==> src/rtl/fetch_unit_if.sv <==
// Fetch-unit bus bundle: instruction-memory port, redirect input and decode handshake.
// master = fetch unit, slave = memory/execute/decode side.
interface fetch_unit_if;
  logic        imem_req;
  logic [31:0] imem_addr;
  logic        imem_gnt;
  logic        imem_rvalid;
  logic [31:0] imem_rdata;
  logic        redirect_valid;
  logic [31:0] redirect_pc;
  logic        id_valid;
  logic        id_ready;
  logic [31:0] id_instr;
  logic [31:0] id_pc;

  modport master (
    output imem_req, imem_addr, id_valid, id_instr, id_pc,
    input  imem_gnt, imem_rvalid, imem_rdata, redirect_valid, redirect_pc, id_ready
  );

  modport slave (
    input  imem_req, imem_addr, id_valid, id_instr, id_pc,
    output imem_gnt, imem_rvalid, imem_rdata, redirect_valid, redirect_pc, id_ready
  );
endinterface

==> src/rtl/fetch_unit.sv <==
// Instruction fetch stage: PC, credit-limited req/gnt/rvalid issue, in-order prefetch FIFO.
// Define FETCH_BYPASS_EN for a zero-latency rdata -> decode path when the FIFO is empty.
module fetch_unit #(
  parameter logic [31:0] RESET_PC   = 32'h0000_0000,
  parameter int unsigned FIFO_DEPTH = 2
) (
  input  logic         clk,
  input  logic         rst_n,
  fetch_unit_if.master bus
);
  localparam int unsigned PtrW     = $clog2(FIFO_DEPTH);
  localparam logic [31:0] NopInstr = 32'h0000_0013;

  typedef logic [PtrW:0] cnt_t;
  typedef enum logic [0:0] {StRun, StDrain} state_e;

  state_e      state_q, state_d;
  logic        req_q, req_d;
  logic [31:0] addr_q, addr_d;
  logic [31:0] pc_q, pc_d;
  cnt_t        out_q, out_d;
  cnt_t        disc_q, disc_d;
  cnt_t        fwp_q, fwp_d, frp_q, frp_d;
  cnt_t        qwp_q, qwp_d, qrp_q, qrp_d;

  logic [31:0] fifo_pc_q    [FIFO_DEPTH];
  logic [31:0] fifo_instr_q [FIFO_DEPTH];
  logic [31:0] inflight_q   [FIFO_DEPTH];

  logic          fire, rv, bypass, push, pop, fifo_empty, credit_ok;
  logic [31:0]   rpc, redir_pc, pc_base;
  cnt_t          fifo_cnt, fifo_cnt_d;
  logic [PtrW+1:0] credit_sum;

  assign bus.imem_req  = req_q;
  assign bus.imem_addr = addr_q;

  always_comb begin
    redir_pc   = bus.redirect_pc & 32'hFFFF_FFFC;
    fire       = req_q & bus.imem_gnt;
    rv         = bus.imem_rvalid & (out_q != '0);
    rpc        = inflight_q[qrp_q[PtrW-1:0]];
    fifo_cnt   = fwp_q - frp_q;
    fifo_empty = (fifo_cnt == '0);
`ifdef FETCH_BYPASS_EN
    bypass     = fifo_empty & (disc_q == '0) & rv;
`else
    bypass     = 1'b0;
`endif

    if (bypass) begin
      bus.id_valid = ~bus.redirect_valid;
      bus.id_instr = bus.imem_rdata;
      bus.id_pc    = rpc;
    end else if (fifo_empty) begin
      bus.id_valid = 1'b0;
      bus.id_instr = NopInstr;
      bus.id_pc    = pc_q;
    end else begin
      bus.id_valid = 1'b1;
      bus.id_instr = fifo_instr_q[frp_q[PtrW-1:0]];
      bus.id_pc    = fifo_pc_q[frp_q[PtrW-1:0]];
    end

    // A redirect voids the decode handshake and drops any word arriving this cycle.
    pop  = ~bus.redirect_valid & ~fifo_empty & bus.id_ready;
    push = ~bus.redirect_valid & rv & (disc_q == '0) & ~(bypass & bus.id_ready);

    if (bus.redirect_valid) begin
      fwp_d = '0;
      frp_d = '0;
    end else begin
      fwp_d = fwp_q + cnt_t'(push);
      frp_d = frp_q + cnt_t'(pop);
    end
    fifo_cnt_d = fwp_d - frp_d;

    qwp_d = qwp_q + cnt_t'(fire);
    qrp_d = qrp_q + cnt_t'(rv);
    out_d = out_q + cnt_t'(fire) - cnt_t'(rv);

    // A request still waiting for gnt will return a stale word, so it is counted too.
    if (bus.redirect_valid) begin
      disc_d = out_d + cnt_t'(req_q & ~bus.imem_gnt);
    end else if (rv && (disc_q != '0)) begin
      disc_d = disc_q - cnt_t'(1);
    end else begin
      disc_d = disc_q;
    end

    state_d = state_q;
    if (bus.redirect_valid) begin
      state_d = (disc_d != '0) ? StDrain : StRun;
    end else if ((state_q == StDrain) && (disc_d == '0)) begin
      state_d = StRun;
    end

    credit_sum = {1'b0, out_d} + {1'b0, fifo_cnt_d};
    credit_ok  = credit_sum < (PtrW + 2)'(FIFO_DEPTH);
    pc_base    = bus.redirect_valid ? redir_pc : pc_q;

    if (req_q && !bus.imem_gnt) begin
      req_d  = 1'b1;
      addr_d = addr_q;
      pc_d   = pc_base;
    end else if ((state_d == StRun) && credit_ok) begin
      req_d  = 1'b1;
      addr_d = pc_base;
      pc_d   = pc_base + 32'd4;
    end else begin
      req_d  = 1'b0;
      addr_d = pc_base;
      pc_d   = pc_base;
    end
  end

  always_ff @(posedge clk or negedge rst_n) begin
    if (!rst_n) begin
      state_q <= StRun;
      req_q   <= 1'b0;
      addr_q  <= RESET_PC;
      pc_q    <= RESET_PC;
      out_q   <= '0;
      disc_q  <= '0;
      fwp_q   <= '0;
      frp_q   <= '0;
      qwp_q   <= '0;
      qrp_q   <= '0;
    end else begin
      state_q <= state_d;
      req_q   <= req_d;
      addr_q  <= addr_d;
      pc_q    <= pc_d;
      out_q   <= out_d;
      disc_q  <= disc_d;
      fwp_q   <= fwp_d;
      frp_q   <= frp_d;
      qwp_q   <= qwp_d;
      qrp_q   <= qrp_d;
    end
  end

  // Storage needs no reset: pointers define which entries are live.
  always_ff @(posedge clk) begin
    if (fire) begin
      inflight_q[qwp_q[PtrW-1:0]] <= addr_q;
    end
    if (push) begin
      fifo_pc_q[fwp_q[PtrW-1:0]]    <= rpc;
      fifo_instr_q[fwp_q[PtrW-1:0]] <= bus.imem_rdata;
    end
  end
endmodule

==> src/flat_wrapper.sv <==
// flat-port wrapper written by rule: the top's interface ports become plain ports
module fetch_unit_flat 
#(
  parameter logic [31:0] RESET_PC   = 32'h0000_0000,
  parameter int unsigned FIFO_DEPTH = 2
)
  (clk, rst_n, bus_imem_req, bus_imem_addr, bus_id_valid, bus_id_instr, bus_id_pc, bus_imem_gnt, bus_imem_rvalid, bus_imem_rdata, bus_redirect_valid, bus_redirect_pc, bus_id_ready);
  fetch_unit_if bus_i ();
  input  logic clk;
  input  logic rst_n;
  output wire logic [$bits(bus_i.imem_req)-1:0] bus_imem_req;
  output wire logic [$bits(bus_i.imem_addr)-1:0] bus_imem_addr;
  output wire logic [$bits(bus_i.id_valid)-1:0] bus_id_valid;
  output wire logic [$bits(bus_i.id_instr)-1:0] bus_id_instr;
  output wire logic [$bits(bus_i.id_pc)-1:0] bus_id_pc;
  input wire logic [$bits(bus_i.imem_gnt)-1:0] bus_imem_gnt;
  input wire logic [$bits(bus_i.imem_rvalid)-1:0] bus_imem_rvalid;
  input wire logic [$bits(bus_i.imem_rdata)-1:0] bus_imem_rdata;
  input wire logic [$bits(bus_i.redirect_valid)-1:0] bus_redirect_valid;
  input wire logic [$bits(bus_i.redirect_pc)-1:0] bus_redirect_pc;
  input wire logic [$bits(bus_i.id_ready)-1:0] bus_id_ready;
  assign bus_imem_req = bus_i.imem_req;
  assign bus_imem_addr = bus_i.imem_addr;
  assign bus_id_valid = bus_i.id_valid;
  assign bus_id_instr = bus_i.id_instr;
  assign bus_id_pc = bus_i.id_pc;
  assign bus_i.imem_gnt = bus_imem_gnt;
  assign bus_i.imem_rvalid = bus_imem_rvalid;
  assign bus_i.imem_rdata = bus_imem_rdata;
  assign bus_i.redirect_valid = bus_redirect_valid;
  assign bus_i.redirect_pc = bus_redirect_pc;
  assign bus_i.id_ready = bus_id_ready;
  fetch_unit #(.RESET_PC(RESET_PC), .FIFO_DEPTH(FIFO_DEPTH)) u_core (.clk(clk), .rst_n(rst_n), .bus(bus_i));
endmodule
==> config.mk <==
export PLATFORM = sky130hd
export DESIGN_NAME = fetch_unit_flat
export DESIGN_NICKNAME = d
export VERILOG_FILES = /design/src/rtl/fetch_unit_if.sv /design/src/rtl/fetch_unit.sv /design/src/flat_wrapper.sv
export SDC_FILE = /design/constraint.sdc
export NUM_CORES = 1
export LEC_CHECK = 0
export CAP_MARGIN = 20
export CELL_PAD_IN_SITES_DETAIL_PLACEMENT = 1
export CELL_PAD_IN_SITES_GLOBAL_PLACEMENT = 2
export CORE_AREA = 10 10 179 181
export DETAILED_ROUTE_END_ITERATION = 16
export DIE_AREA = 0 0 189 191
export DONT_BUFFER_PORTS = 1
export PLACE_DENSITY = 0.78
export SETUP_SLACK_MARGIN = 0.3
export SLEW_MARGIN = 20
export SYNTH_ARGS = -nofsm -noshare
export SYNTH_HDL_FRONTEND = slang
export SYNTH_SLANG_ARGS = --single-unit
==> constraint.sdc <==
create_clock -name clk -period 5.02 [get_ports clk]
set_input_delay 0.502 -clock clk [delete_from_list [all_inputs] [get_ports clk]]
set_output_delay 0.502 -clock clk [all_outputs]
set_load 0.1 [all_outputs]
==> results of run 1 <==
[kinds of logic after synthesis]
kind of cell,Yosys count
multiplexers,126
AO/OA/AOI/OAI,93
AND/OR/NAND/NOR,199
adder cells (fa/ha/maj),12
flip-flops,268
buffers and inverters,53
XOR/XNOR,40
[where the power goes]
group / internal, mW / switching [mW]
clock network: 1.10 / 0.822
logic: 0.544 / 1.82
registers: 2.83 / 0.868
total: 4.48 / 3.51
[area by class of cell]
type	instances	area, µm²	area share
sequential	268	7670	0.599
clock buffer	39	793	0.0619
timing repair buffer	15	168	0.0131
multi-input combinational	470	3580	0.279
clock inverter	13	70.1	0.00547
tap	384	480	0.0375
inverter	14	52.6	0.00410
[worst max-delay path: stages (launching register included)]
cell and delay (ps):
dfrtp_4 470, xnor2_1 150, and2_4 160, buf_4 580
buf_4 670, inv_1 660, nand2_1 190, buf_4 310
[what timing repair did]
action,in CTS,in global routing
endpoints found under the setup margin,0,0
hold endpoints to repair,76,0
setup buffers,0,0
hold buffers,2,0
[flip-flops by register name, indices dropped and copies added, names as in the netlist]
name,cells
u_core.disc_q,2
u_core.fifo_pc_q,64
u_core.inflight_q,64
u_core.bus.imem_addr,32
u_core.qrp_q,1
u_core.fifo_instr_q,64
u_core.bus.imem_req,1
u_core.fwp_q,2
u_core.out_q,2
u_core.qwp_q,1
u_core.frp_q,2
u_core.state_q,1
u_core.pc_q,32
[stage by stage]
step           std cells   util
3_3_place_gp        1147  0.416
5_1_grt             1203  0.450
6_report            1203  0.450
4_1_cts             1202  0.449
2_1_floorplan        791      -
3_5_place_dp        1148  0.418
[path summary, 6_finish.rpt]
check	cells past startpoint	slack, ps	from	end
min in group asynchronous	2	550	rst_n	u_core.bus.imem_addr[9]
max	7	630	u_core.frp_q[0]	bus_id_instr[4]
min reg2reg	1	550	u_core.pc_q[0]	u_core.pc_q[0]
max in group asynchronous	2	4140	rst_n	u_core.frp_q[0]
min	1	50	bus_redirect_valid	u_core.pc_q[1]
max reg2reg	16	780	u_core.disc_q[0]	u_core.pc_q[25]
[placed cells by master, fill, tap and decap left out, types with 7 or more instances in the layout]
cell and count:
a21oi_1 30, buf_4 11, clkbuf_1 7, clkbuf_16 29, clkinv_2 7, dfrtp_1 74, edfxtp_1 192, ha_1 7
inv_1 13, mux2_2 37, mux2i_1 89, nand2_1 61, nand3_1 11, nand4_1 14, nor2_1 39, nor2_2 29
nor2b_1 9, o21ai_0 12, o21ai_2 31, xnor2_1 23, xor2_1 16
[per-layer routing]
layer	vias to the layer above	GRT usage	wire length (µm)
met5	-	0	11
met4	2	0.0339	451
met3	41	0.0496	2060
met2	139	0.252	13400
met1	3159	0.176	11200
li1	2927	-	-
[cell usage after synthesis, types with 13 or more instances]
| cell | instances |
|---|---|
| edfxtp_1 | 192 |
| mux2i_1 | 89 |
| dfrtp_1 | 76 |
| nor2_1 | 68 |
| nand2_1 | 61 |
| o21ai_0 | 44 |
| mux2_2 | 37 |
| a21oi_1 | 30 |
| clkbuf_1 | 25 |
| xnor2_1 | 23 |
| xor2_1 | 16 |
| nand4_1 | 14 |
| inv_1 | 13 |
==> impl_metrics.env, run 1 <==
export IMPL_ys_seq_elements=268
export IMPL_overflow=0
export IMPL_clk_latency_ps=540
export IMPL_yosys_top_cells_area="edfxtp_1 51%, dfrtp_1 17%, mux2i_1 7.9%, mux2_2 3.7%, nor2_1 2.3%"
export IMPL_grt_pass1_wl_mm=41.4
export IMPL_port_buffers=0
export IMPL_maxSlewHeadroom=0.216
export IMPL_die_area_um2=36100
export IMPL_synth_adder_area_share=0.0141
export IMPL_cts_max_path_buffers=3
export IMPL_syn_inst=791
export IMPL_rsz0062_at_grt="false"
export IMPL_min_path_type="input pin to flip-flop"
export IMPL_area_growth_pct=14.2
export IMPL_vdd_drop_max_mv=0.437
export IMPL_final_area_um2=12800
export IMPL_finalMaxSlewViolations=0
export IMPL_ys_seq_area_frac=0.684
export IMPL_synth_cell_types=52
export IMPL_clkTransAtPathRegs_ps=60
export IMPL_post_drt_wl_per_cell_um=22.5
export IMPL_synth_nets=873
export IMPL_drive_above_1_share=0.208
export IMPL_yosys_warnings=0
export IMPL_synth_top_family_by_area="multiplexers"
export IMPL_path_class="flip-flop to output pin"
export IMPL_drtIter0Drc=242
export IMPL_place_hpwl_mm=17.8
export IMPL_place_gp_congestion=0.730
export IMPL_async_flop_share=0.284
export IMPL_synth_compound_area_frac=0.0480
export IMPL_synthFlopType="edfxtp_1"
export IMPL_cts_tree="built"
export IMPL_fin_ws_ps=632
export IMPL_post_synth_top_area_cell="edfxtp_1"
export IMPL_rows=62
export IMPL_synth_simple_area_share=0.0863
export IMPL_start_kind="flip-flop"
export IMPL_syn_area_um2=11200
export IMPL_dp_slack_ps=717
export IMPL_total_leakage_power_nw=4.42
export IMPL_wl_mm=27.1
export IMPL_avgSynthCellArea_um2=14.2
export IMPL_grt_max_degree=83
export IMPL_synth_edff_count=192
export IMPL_synth_xor_area_frac=0.0326
export IMPL_numClockSinks=268
export IMPL_first_global_vias=6863
export IMPL_die_x_um=189
export IMPL_tightest_slew_ps=1180
export IMPL_setup_tns_ps=0
export IMPL_core_area_um2=28500
export IMPL_endpoint_kind="output pin"
export IMPL_drt_vias_per_instance=5.21
export IMPL_drc=0
export IMPL_start_util=0.394
export IMPL_placed_area_um2=11900
export IMPL_antenna_cells=0
export IMPL_clockRootBuffer="clkbuf_16"
export IMPL_finalNetCount=880
export IMPL_yosysTopAreaCellShare=0.514
export IMPL_period_share=0.874
export IMPL_power_density_nw_per_um2=623
export IMPL_hold_violations=0
export IMPL_outcome="complete, no violations"
export IMPL_p_total_mw=7.98
export IMPL_gr_usage_all_layers=0.147
export IMPL_muxShareOfSynthArea=0.117
export IMPL_cts_made_buffers=29
export IMPL_ios=168
export IMPL_worstPathMaxFanout=48
export IMPL_htreeDepth=1
export IMPL_critPathArrivalTime_ps=3890
export IMPL_ant_nets=0
export IMPL_route_vias_total=6268
export IMPL_required_ps=4520
export IMPL_setup_viol=0
export IMPL_drv_cap=0
export IMPL_die_h_um=191
export IMPL_antenna_found_initial=1
export IMPL_holdWs_ps=52.1
export IMPL_cts_resized_gates=0
export IMPL_first_pass_iters=4
export IMPL_skew_ps=13.0
export IMPL_fillers=2862
export IMPL_period_needed_ps=4390
export IMPL_fmax_mhz=228
Power figures use the tool's default switching activity.
==> inputs of run 2 (changes only) <==
--- a/config.mk
+++ b/config.mk
@@ -5,7 +5,6 @@
 export SDC_FILE = /design/constraint.sdc
 export NUM_CORES = 1
 export LEC_CHECK = 0
-export CAP_MARGIN = 20
 export CELL_PAD_IN_SITES_DETAIL_PLACEMENT = 1
 export CELL_PAD_IN_SITES_GLOBAL_PLACEMENT = 2
 export CORE_AREA = 10 10 179 181
@@ -13,7 +12,7 @@
 export DIE_AREA = 0 0 189 191
 export DONT_BUFFER_PORTS = 1
 export PLACE_DENSITY = 0.78
-export SETUP_SLACK_MARGIN = 0.3
+export SETUP_SLACK_MARGIN = 0.4
 export SLEW_MARGIN = 20
 export SYNTH_ARGS = -nofsm -noshare
 export SYNTH_HDL_FRONTEND = slang
==> impl_metrics.env, run 2 (synthesized netlist as in run 1, its figures left out) <==
export IMPL_die_area_um2=36100
export IMPL_drive_above_1_share=0.208
export IMPL_cts_made_buffers=29
export IMPL_fmax_mhz=240
export IMPL_period_needed_ps=4170
export IMPL_htreeDepth=1
export IMPL_fillers=2834
export IMPL_start_util=0.394
export IMPL_start_kind="flip-flop"
export IMPL_grt_max_degree=83
export IMPL_clkTransAtPathRegs_ps=60
export IMPL_drt_vias_per_instance=5.19
export IMPL_cts_resized_gates=0
export IMPL_gr_usage_all_layers=0.149
export IMPL_worstPathMaxFanout=13
export IMPL_layout_commonest_cell="edfxtp_1"
export IMPL_post_drt_wl_per_cell_um=22.7
export IMPL_cts_tree="built"
export IMPL_vdd_drop_max_mv=0.396
export IMPL_place_hpwl_mm=17.3
export IMPL_worstSetupStartpoint="u_core.frp_q[0]"
export IMPL_outcome="complete, no violations"
export IMPL_power_density_nw_per_um2=639
export IMPL_first_global_vias=6696
export IMPL_clockRootBuffer="clkbuf_16"
export IMPL_drv_cap=0
export IMPL_cp_cell_sequence="xnor2_1, and2_4, nor3b_1, ha_1, nor2b_1, ha_1, nand2b_1, fa_1, nand2_1, nor2_1, buf_4, nand4_1, nor4b_4, nor3b_2, xnor2_1"
export IMPL_place_gp_congestion=0.749
export IMPL_antenna_cells=0
export IMPL_drtIter0Drc=220
export IMPL_cp_slowest_cell="nor4b_4"
export IMPL_rsz0062_at_grt="false"
export IMPL_period_share=0.830
export IMPL_grt_pass1_wl_mm=41.7
export IMPL_die_h_um=191
export IMPL_hold_violations=0
export IMPL_route_vias_total=6239
export IMPL_final_cells=1202
export IMPL_total_leakage_power_nw=4.47
export IMPL_antenna_found_initial=1
export IMPL_overflow=0
export IMPL_cts_max_path_buffers=3
export IMPL_clk_latency_ps=550
export IMPL_cts_hold_repair_buffers=2
export IMPL_maxSlewHeadroom=0.219
export IMPL_core_area_um2=28500
export IMPL_hold_path_startpoint="bus_redirect_valid"
export IMPL_finalMaxSlewViolations=0
export IMPL_numClockSinks=268
export IMPL_r2r_start="u_core.frp_q[0]"
export IMPL_path_class="flip-flop to flip-flop"
export IMPL_mostFrequentLayoutCells="192 x edfxtp_1, 89 x mux2i_1, 75 x dfrtp_1"
export IMPL_slowest_delay_ps=740
export IMPL_skew_ps=15.5
export IMPL_area_growth_pct=15.1
export IMPL_setup_viol=0
export IMPL_finalNetCount=878
export IMPL_first_pass_iters=4
export IMPL_rows=62
export IMPL_tightest_slew_ps=1170
export IMPL_die_x_um=189
export IMPL_multiInputGateArea_um2=3580
export IMPL_min_path_type="input pin to flip-flop"
export IMPL_port_buffers=0
export IMPL_finalCoreUtilization=0.454
export IMPL_critPathArrivalTime_ps=4630
export IMPL_wl_mm=27.2
export IMPL_cts_setup_buffers=0
export IMPL_ios=168
export IMPL_drc=0
export IMPL_ant_nets=0
export IMPL_place_inst=1147
export IMPL_endpoint_kind="flip-flop"
export IMPL_regArea_um2=7670
export IMPL_required_ps=5480
export IMPL_setup_tns_ps=0
[run 2: worst paths after layout]
kind | end | slack, ps | depth (start not counted)
max in group asynchronous | u_core.frp_q[0] | 4130 | 2
worst max register to register | u_core.pc_q[25] | 850 | 15
worst min-delay path | u_core.pc_q[0] | 40 | 1
worst max-delay path | u_core.pc_q[25] | 850 | 15
worst min register to register | u_core.pc_q[0] | 550 | 1
min in group asynchronous | u_core.qwp_q[0] | 540 | 2
[run 2: layout make-up]
cell class	instances	area share
tap	384	0.0372
clock inverter	5	0.00601
timing repair buffer	13	0.00930
multi-input combinational	470	0.277
inverter	14	0.00407
clock buffer	48	0.0720
sequential	268	0.594
[run 2: layer usage]
layer	up-vias	part of all wire	GRT usage
li1	2909	-	-
met3	37	0.080	0.0508
met5	-	0	0
met2	140	0.48	0.251
met4	0	0.014	0.0339
met1	3153	0.42	0.181
[run 2: worst max-delay path, delay by kind of cell (launching register included)]
family	cells	cell delay, ps
AND/OR/NAND/NOR	9	2040
adder cells (fa/ha/maj)	3	1080
flip-flops	1	480
XOR/XNOR	2	260
buffers and inverters	1	200
[run 2: through the flow]
step | hold WS [ps] | total power [mW] | cell area (µm²) | setup slack [ps]
after global placement | 210 | 6.05 | 11900 | 821
after global routing | 16.2 | 8.61 | 12900 | 419
after detailed placement | 210 | 6.11 | 11900 | 762
final | 39.6 | 8.25 | 12900 | 854
after CTS | 6.46 | 8.36 | 12900 | 762
after floorplan | 206 | 5.56 | 11200 | 412
[run 2: power breakdown]
group	switching (mW)	internal [mW]
combinational	1.88	0.533
clock	0.849	1.36
sequential	0.800	2.83
